**src/rtl/inst_fetch_pkg.sv**
```systemverilog
`default_nettype none
// ============================================================================
// inst_fetch_pkg : reset PC, fetch FSM encodings, queue entry type
// Rev 1.0
// ============================================================================
package inst_fetch_pkg;

    localparam logic [31:0] C_RESET_PC = 32'h00400020;

    typedef enum logic [1:0] {
        IF_IDLE = 2'd0,
        IF_REQ  = 2'd1,
        IF_DROP = 2'd2
    } if_state_t;

    typedef struct packed {
        logic [31:0] pc;
        logic [31:0] inst;
    } fetch_entry_t;

endpackage
`default_nettype wire

```
**src/rtl/inst_queue.sv**
```systemverilog
`default_nettype none
// ============================================================================
// inst_queue : 2-entry {pc, inst} FIFO with push, pop, clear and count
// Rev 1.0
// ============================================================================
module inst_queue
    import inst_fetch_pkg::*;
(
    input  logic         clk,
    input  logic         rst,
    input  logic         push,
    input  logic         pop,
    input  logic         clear,
    input  fetch_entry_t wr_entry,
    output fetch_entry_t head,
    output logic [1:0]   count
);

    fetch_entry_t r_mem [2];
    logic         r_rd_ptr;
    logic         r_wr_ptr;
    logic [1:0]   r_count;
    logic         w_push;
    logic         w_pop;

    assign w_push = push && (r_count != 2'd2);
    assign w_pop  = pop  && (r_count != 2'd0);

    always_ff @(posedge clk or posedge rst) begin
        if (rst) begin
            for (int i = 0; i < 2; i++) begin
                r_mem[i] <= '0;
            end
            r_rd_ptr <= 1'b0;
            r_wr_ptr <= 1'b0;
            r_count  <= 2'd0;
        end else if (clear) begin
            // clear overrides any concurrent push/pop
            r_rd_ptr <= 1'b0;
            r_wr_ptr <= 1'b0;
            r_count  <= 2'd0;
        end else begin
            if (w_push) begin
                r_mem[r_wr_ptr] <= wr_entry;
                r_wr_ptr        <= ~r_wr_ptr;
            end
            if (w_pop) begin
                r_rd_ptr <= ~r_rd_ptr;
            end
            r_count <= r_count + 2'(w_push) - 2'(w_pop);
        end
    end

    assign head  = r_mem[r_rd_ptr];
    assign count = r_count;

endmodule
`default_nettype wire

```
**src/rtl/inst_fetch.sv**
```systemverilog
`default_nettype none
// ============================================================================
// inst_fetch : fetch PC, imem req/ack sequencing, redirect handling
// Rev 1.0
// ============================================================================
module inst_fetch
    import inst_fetch_pkg::*;
#(
    parameter logic [31:0] RESET_PC = C_RESET_PC,
    parameter int          QDEPTH   = 2
) (
    input  logic        clk,
    input  logic        rst,
    output logic        imem_req,
    output logic [31:0] imem_addr,
    input  logic        imem_ack,
    input  logic [31:0] imem_rdata,
    input  logic        redirect_valid,
    input  logic [31:0] redirect_pc,
    output logic        inst_valid,
    output logic [31:0] inst,
    output logic [31:0] inst_pc,
    input  logic        inst_ready
);

    if_state_t    r_state;
    if_state_t    w_next_state;
    logic [31:0]  r_fetch_pc;
    logic [31:0]  r_drop_addr;
    logic [1:0]   w_count;
    fetch_entry_t w_head;
    fetch_entry_t w_wr_entry;
    logic         w_ack_req;
    logic         w_push;
    logic         w_pop;
    logic [2:0]   w_next_count;
    logic         w_room;
    logic         w_unused_bits;

    assign w_ack_req    = (r_state == IF_REQ) && imem_ack;
    assign w_pop        = inst_valid && inst_ready;
    assign w_push       = w_ack_req && !redirect_valid;
    assign w_next_count = {1'b0, w_count} + 3'(w_push) - 3'(w_pop);
    assign w_room       = w_next_count < 3'(QDEPTH);
    assign w_wr_entry   = '{pc: r_fetch_pc, inst: imem_rdata};
    assign w_unused_bits = ^redirect_pc[1:0];

    always_comb begin
        w_next_state = r_state;
        if (redirect_valid) begin
            // an unacked request must still complete with its old address
            case (r_state)
                IF_REQ:  w_next_state = imem_ack ? IF_REQ : IF_DROP;
                IF_DROP: w_next_state = IF_DROP;
                default: w_next_state = IF_REQ;
            endcase
        end else begin
            case (r_state)
                IF_IDLE: w_next_state = w_room ? IF_REQ : IF_IDLE;
                IF_REQ:  w_next_state = (imem_ack && !w_room) ? IF_IDLE : IF_REQ;
                IF_DROP: w_next_state = imem_ack ? IF_REQ : IF_DROP;
                default: w_next_state = IF_IDLE;
            endcase
        end
    end

    always_ff @(posedge clk or posedge rst) begin
        if (rst) begin
            r_state     <= IF_IDLE;
            r_fetch_pc  <= RESET_PC;
            r_drop_addr <= RESET_PC;
        end else begin
            r_state <= w_next_state;
            if (redirect_valid) begin
                r_fetch_pc <= {redirect_pc[31:2], 2'b00};
            end else if (w_ack_req) begin
                r_fetch_pc <= r_fetch_pc + 32'd4;
            end
            // frozen in DROP so the outstanding address stays stable
            if (r_state != IF_DROP) begin
                r_drop_addr <= r_fetch_pc;
            end
        end
    end

    inst_queue u_queue (
        .clk      (clk),
        .rst      (rst),
        .push     (w_push),
        .pop      (w_pop),
        .clear    (redirect_valid),
        .wr_entry (w_wr_entry),
        .head     (w_head),
        .count    (w_count)
    );

    assign imem_req   = (r_state != IF_IDLE);
    assign imem_addr  = (r_state == IF_DROP) ? r_drop_addr : r_fetch_pc;
    assign inst_valid = (w_count != 2'd0);
    assign inst       = w_head.inst;
    assign inst_pc    = w_head.pc;

endmodule
`default_nettype wire

```
**config.mk**
```make
export PLATFORM = sky130hd
export DESIGN_NAME = inst_fetch
export DESIGN_NICKNAME = d
export VERILOG_FILES = /design/src/rtl/inst_fetch_pkg.sv /design/src/rtl/inst_queue.sv /design/src/rtl/inst_fetch.sv
export SDC_FILE = /design/constraint.sdc
export NUM_CORES = 1
export LEC_CHECK = 0
export ABC_AREA = 1
export CELL_PAD_IN_SITES_DETAIL_PLACEMENT = 1
export CELL_PAD_IN_SITES_GLOBAL_PLACEMENT = 2
export CORE_MARGIN = 3
export CORE_UTILIZATION = 30
export CTS_CLUSTER_SIZE = 28
export DETAILED_ROUTE_END_ITERATION = 10
export HOLD_SLACK_MARGIN = 0.06
export PLACE_DENSITY = 0.79
export SLEW_MARGIN = 30
export SYNTH_ARGS = -nofsm -noshare
export SYNTH_HDL_FRONTEND = slang
export SYNTH_HIERARCHICAL = 1
export SYNTH_SLANG_ARGS = --single-unit
```
**constraint.sdc**
```tcl
create_clock -name clk -period 5.6 [get_ports clk]
set_input_delay 1.12 -clock clk [delete_from_list [all_inputs] [get_ports clk]]
set_output_delay 1.12 -clock clk [all_outputs]
set_load 0.01 [all_outputs]
```
==> summary.md, run 1 <==
| Metric | Value |
|---|---|
| RePlAce Congestion | 0.810 |
| 1st-pass router iterations | 5 |
| Drt drc | 0 |
| Core area | 32100 um^2 |
| #FFs+latches synth | 194 |
| Initial antenna violation count | 0 |
| CTS tree | built |
| Hold Crit Class | reg -> reg |
| ANT nets after route | 0 |
| Critical-path top delay cell | clkinv_2 |
| Share of cells above drive strength 1 | 5.52% |
| Met2 Resource Use GR | 30.0% |
| Crit path cell chain | clkinv_2 > buf_4 > nand2_1 > nand2_1 > clkdlybuf4s50_1 |
| Power per cell area | 459 nW/um^2 |
| Tot GR Track Use | 18.5% |
| Max Clock Freq | 0.269 GHz |
| Via count | 9037 |
| Simple-gate share of the synthesized area | 37.4% |
| Leak | 0.00611 uW |
| Seq pwr share | 40.5% |
| Worst hold path depth | 2 |
| WL/cell | 17.5 um |
| GRT Residual Overflow | 0 |
| Synth top cells by count | 628 x nand2_1, 190 x dfrtp_1, 133 x nand4_1 |
| Final Skew | 0.0170 ns |
| CTS Buffer Depth | 2 |
| Yosys warning total | 6 |
| DP Worst Slack | 1.81 ns |
| Largest family of logic cells by synthesized area | simple AND/OR/NAND/NOR gates |
| Worst R2R End | u_queue/r_mem[127] |
| Htree depth | 4 |
| IO Pins | 167 |
| Most common cell in the netlist | nand2_1 |
| Worst setup path class | reg -> out |
| CP peak stage delay | 0.60 ns |
| Worst Reg-to-Reg Cells | 11 |
| Port Buffer Count | 162 |
| HP Start | u_queue/r_mem[110] |
| DR vias/cell | 4.84 |
| Clock transition at the registers of the reported paths | 0.08 ns |
| Die X | 188 um |
| Internal power | 3590 uW |
| Die footprint | 35300 um^2 |
| Clock sinks | 194 |
| Cts hold-fix bufs | 0 |
| Row count | 65 |
| Hold Vio Cnt, Final | 0 |
| FILL cells | 3914 |
| Max-cap viol count | 0 |
| PostCTS Resize Cnt | 0 |
| Global Route met3 Usage | 3.20% |
| Psw | 2090 uW |
| Synth top area cells | dfrtp_1 48%, nand2_1 24%, nand4_1 8.4% |
| Worst Hold End | u_queue/r_mem[110] |
| RSZ-0062 raised after global routing | no |
| Crit path time final | 3.72 ns |
| Vias in the first global route | 9327 |
| Setup violations, final | 0 |
| Worst path arrival time | 2.60 ns |
| Async SR Flop Fraction | 100% |
| Reg2reg start | r_state[1] |
| Status | complete, no violations |
| Final setup TNS | 0 ns |
| Layout overhead on the synthesized area | 24.7% |
| Final Net Count | 1497 |
| Post-Syn Instances | 1306 |
| CP Capture Type | output port |
| Met1 Use GR | 26.6% |
| Synthesized cell area | 9930 um^2 |
| Worst EP required | 4.48 ns |
| EDFF count, synth | 0 |
| First-pass GRT wire length | 52400 um |
| Sequential area share after synthesis | 48.9% |
| Initial DRC count | 520 |
| Area leader, netlist | dfrtp_1 |
| Post-Synth Adder-Cell Area | 1.21% |
| Initial Util | 30.9% |
| Diodes inserted | 0 |
| HPWL after DPL | 20900 um |
| Logic pwr share | 36.1% |
| Power consumption | 5680 uW |
| Post-synth top area share | 47.9% |
| Largest net degree at the start of global routing | 98 |
| Sw Share | 36.8% |
| Clock network power share | 23.4% |
| Cell mode on critical path | nand2_1 |
| Die height | 188 um |
| GR peak layer | met2 |
| Peak VDD IR | 0.207 mV |
| Slew @ Worst Pin | 0.852 ns |
| Synth Area in Compound Gates | 3.53% |
| Worst Slack Setup Final | 1.88 ns |
| WL final | 32600 um |
| Slew margin rel. | 43.2% |
| Slew Viols, Final | 0 |
| Synth cell types | 35 |
| Skew-Pair Late Insertion Delay | 0.44 ns |
| CTS root buf | clkbuf_16 |
| Period utilization | 66.4% |
| Worst Path Max Fanout | 46 |
| TritonCTS Buffers | 17 |
| Worst hold margin | 0.470 ns |
| DP Area | 11700 um^2 |
| Internal reg-to-reg setup slack | 2.68 ns |
| Primary FF master, synth | dfrtp_1 |
| Synth Area in XOR/XNOR | 0.705% |
| Mux contribution to synthesized area | 0.227% |
| Post-layout instance area | 12400 um^2 |
| Startpoint types | flop |
| Syn Area/Cell | 7.60 um^2 |
| Setup Fix Bufs, Post-CTS | 0 |
## flip-flops by register name (all words and copies together) (netlist names)
signal / cells
u_queue/r_mem: 128
r_drop_addr: 30
r_fetch_pc: 30
r_state: 2
u_queue/count: 2
u_queue/r_rd_ptr: 1
u_queue/r_wr_ptr: 1
## worst max-delay path: cells and delay by family, from the launching register on
family / cells / cell delay [ns]
and+or+nand+nor: 2 / 0.15
DFF: 1 / 0.37
buffers and inverters: 3 / 1.59
## through the flow
stage | util (%) | cells
2_1_floorplan | - | 1311
4_1_cts | 38.5 | 1867
5_1_grt | 38.6 | 1867
6_report | 38.6 | 1867
3_3_place_gp | 36.6 | 1835
3_5_place_dp | 36.6 | 1835
## how the worst max path moves through the flow
stage | from | endpoint | slack, ns | depth (start not counted)
after floorplan | rst | u_queue/count[0] | 0.95 | 1
final | u_queue/r_rd_ptr | inst[28] | 1.88 | 5
after CTS | u_queue/r_rd_ptr | inst[28] | 1.65 | 5
after detailed placement | imem_ack | u_queue/r_mem[92] | 1.81 | 10
after global routing | u_queue/r_rd_ptr | inst[25] | 1.66 | 5
after global placement | imem_ack | u_queue/r_mem[98] | 1.79 | 10
## layer usage
metal	routed length (um)	part of all wire, %	vias up
met2	15100	46	182
li1	-	-	4419
met3	1090	3.4	11
met5	0	0	-
met1	16300	50	4425
met4	184	0.56	0
## cell families (layout without fill, tap and decap cells)
| logic type | after synthesis | in the layout |
|---|---|---|
| and+or+nand+nor | 866 | 866 |
| DFF | 194 | 194 |
| muxes | 2 | 2 |
| adders and majority gates | 9 | 9 |
| buffers and inverters | 161 | 282 |
| xor gates and xnor gates | 8 | 8 |
| other | 1 | 6 |
| AOI/OAI and AO/OA | 65 | 65 |
## cells in the final DEF (no fill, tap or decap), types with 3 or more instances in the layout
master and instances:
nand2_2 4, inv_1 67, dfstp_2 4, nor2_1 47, bufinv_16 3, buf_4 15
nand4_1 133, inv_8 4, xor2_1 6, clkdlybuf4s50_1 162, clkinv_4 4, o211ai_1 4
clkbuf_16 17, nor2_2 4, inv_2 3, a21oi_1 7, nand2_1 628, dfrtp_1 189
nand3_1 38, ha_1 7, nor2_4 5, conb_1 6, nand3_2 3, o21ai_0 47
## power groups by stage
stage / Combinational (uW) / Sequential [uW] / Clock [uW]
2_1_floorplan: 1150 / 2210 / 0
3_3_place_gp: 2030 / 2300 / 0
3_5_place_dp: 2080 / 2320 / 0
4_1_cts: 2090 / 2300 / 1370
5_1_grt: 2300 / 2370 / 1430
6_report: 2050 / 2300 / 1330
## final cells by class
cell class,instances,area (um^2),area share (%)
flip-flops and latches,194,4860,39.2
clock inverters,14,198,1.60
well taps,435,544,4.39
clock buffers,18,429,3.46
multi-input cells,956,4340,35.0
inverters,73,285,2.30
repair buffers,177,1730,14.0
No activity file was read; power rests on OpenSTA's default activity.
==> run 2: changes to the inputs <==
==> constraint.sdc (replaced) <==
create_clock -name clk -period 3.8 [get_ports clk]
set_input_delay 0.76 -clock clk [delete_from_list [all_inputs] [get_ports clk]]
set_output_delay 0.76 -clock clk [all_outputs]
set_load 0.01 [all_outputs]
==> summary.md, run 2 (synthesis results as in run 1) <==
| Metric | Value |
|---|---|
| Die X | 188 um |
| Worst R2R End | r_state[0] |
| HP Start | u_queue/r_mem[78] |
| Final Instance Count excl. Fillers | 1874 |
| ANT nets after route | 0 |
| Critical-path top delay cell | clkdlybuf4s50_1 |
| Final Skew | 0.0160 ns |
| Final setup TNS | 0 ns |
| Final Net Count | 1504 |
| WL/cell | 17.5 um |
| Hold Vio Cnt, Final | 0 |
| Top Family by Delay on Critical Path | buffers and inverters |
| Drt drc | 0 |
| Critical path depth | 6 |
| RSZ-0062 raised after global routing | no |
| Status | complete, no violations |
| Worst Path Max Fanout | 28 |
| Row count | 65 |
| Tot GR Track Use | 18.8% |
| Die footprint | 35300 um^2 |
| Slew Viols, Final | 0 |
| CP peak stage delay | 0.61 ns |
| First-pass GRT wire length | 53500 um |
| Slew @ Worst Pin | 0.844 ns |
| Vias in the first global route | 9733 |
| RePlAce Congestion | 0.820 |
| Share of cells above drive strength 1 | 6.05% |
| PostCTS Resize Cnt | 0 |
| Core area | 32100 um^2 |
| Inst Count DP | 1842 |
| Crit path time final | 3.40 ns |
| Worst path arrival time | 2.64 ns |
| Max Clock Freq | 0.294 GHz |
| Reg2reg start | r_state[1] |
| DR top layer | met4 |
| Worst EP required | 3.04 ns |
| Port Buffer Count | 162 |
| DR vias/cell | 4.87 |
| Max-cap viol count | 0 |
| Biggest register | u_queue/r_mem |
| Initial DRC count | 482 |
| Diodes inserted | 0 |
| CP bufs+invs | 3 |
| Cts hold-fix bufs | 0 |
| CP Capture Type | output port |
| Power per cell area | 661 nW/um^2 |
| Htree depth | 4 |
| Met2 WL | 14900 um |
| IO Pins | 167 |
| Die height | 188 um |
| TritonCTS Buffers | 17 |
| Commonest non-fill, non-tap cell in the layout | nand2_1 |
| Skew-Pair Late Insertion Delay | 0.45 ns |
| FILL cells | 3921 |
| Setup violations, final | 0 |
| CTS root buf | clkbuf_16 |
| Leak | 0.00612 uW |
| CTS Buffer Depth | 2 |
| Worst setup path class | reg -> out |
| Crit path cell chain | inv_1 > ha_2 > buf_4 > nand2_1 > o21ai_0 > clkdlybuf4s50_1 |
| Period utilization | 89.4% |
| Clock transition at the registers of the reported paths | 0.07 ns |
| Largest net degree at the start of global routing | 97 |
| Most frequent cells in the layout | 628 x nand2_1, 189 x dfrtp_1, 162 x clkdlybuf4s50_1 |
| Hold Crit Class | reg -> reg |
| Worst Hold End | u_queue/r_mem[78] |
| Worst Reg-to-Reg Cells | 12 |
| Number of flip-flops in the largest register | 128 |
| M1 WL | 16500 um |
| Worst hold margin | 0.473 ns |
| HPWL after DPL | 21200 um |
| Slew margin rel. | 43.8% |
| Via count | 9128 |
| Layout overhead on the synthesized area | 25.1% |
| Metal3 WL | 1080 um |
| Clock sinks | 194 |
| Internal reg-to-reg setup slack | 1.10 ns |
| GRT Residual Overflow | 0 |
| Initial antenna violation count | 0 |
| 1st-pass router iterations | 4 |
| Setup Fix Bufs, Post-CTS | 0 |
| Peak VDD IR | 0.361 mV |
| Startpoint types | flop |
| Biggest regs | u_queue/r_mem (128), r_drop_addr (30), r_fetch_pc (30) |
| WL final | 32800 um |
| Worst hold path depth | 2 |
| CTS tree | built |
| Initial Util | 30.9% |
run 2: changes by cell type in the layout (fill, tap and decap cells not counted), sizes merged:
cell and delta:
inv +2, clkinvlp +3, bufinv -3, buf +7
clkinv -2
run 2: layout make-up:
class	count	area, um^2	area share, %
Tap cell	435	544	4.38
Multi-Input combinational cell	956	4330	34.8
Sequential cell	194	4860	39.1
Timing Repair Buffer	184	1850	14.9
Inverter	73	280	2.26
Clock buffer	18	439	3.54
Clock inverter	14	120	0.967
run 2: power breakdown:
group          internal (uW)  leakage (uW)  switching (uW)
sequential              2870       0.00245             528
combinational           1380       0.00340            1650
clock                    880      0.000273             897
total                   5130       0.00612            3080
run 2: worst max-delay path by stage:
stage / startpoint / end / slack [ns]
after floorplan: redirect_valid / r_state[0] / 1.31
after global placement: imem_ack / r_state[0] / 0.55
after detailed placement: imem_ack / r_state[0] / 0.56
after CTS: r_state[0] / imem_addr[22] / 0.33
after global routing: r_state[0] / imem_addr[22] / 0.11
final: r_state[0] / imem_addr[22] / 0.40
run 2: per-stage QoR:
stage               area [um^2]  setup WS [ns]  util, %  total power [uW]
floorplan                  9950           1.31        -              4960
global placement          11900          0.551     36.9              6410
detailed placement        11900          0.558     36.9              6510
CTS                       12400          0.330     38.7              8340
global route              12400          0.110     38.7              8850
finish                    12400          0.403     38.7              8210
run 2: worst min-delay path, delay by kind of cell (launching register included):
family           cells  cell delay (ns)
and+or+nand+nor      2             0.10
DFF                  1             0.34
run 2: per-layer routing:
metal  up-vias  global-route usage (%)
li1       4414                       -
met3        19                    2.95
met1      4510                    26.4
met5         -                       0
met4         0                    3.87
met2       185                    30.7
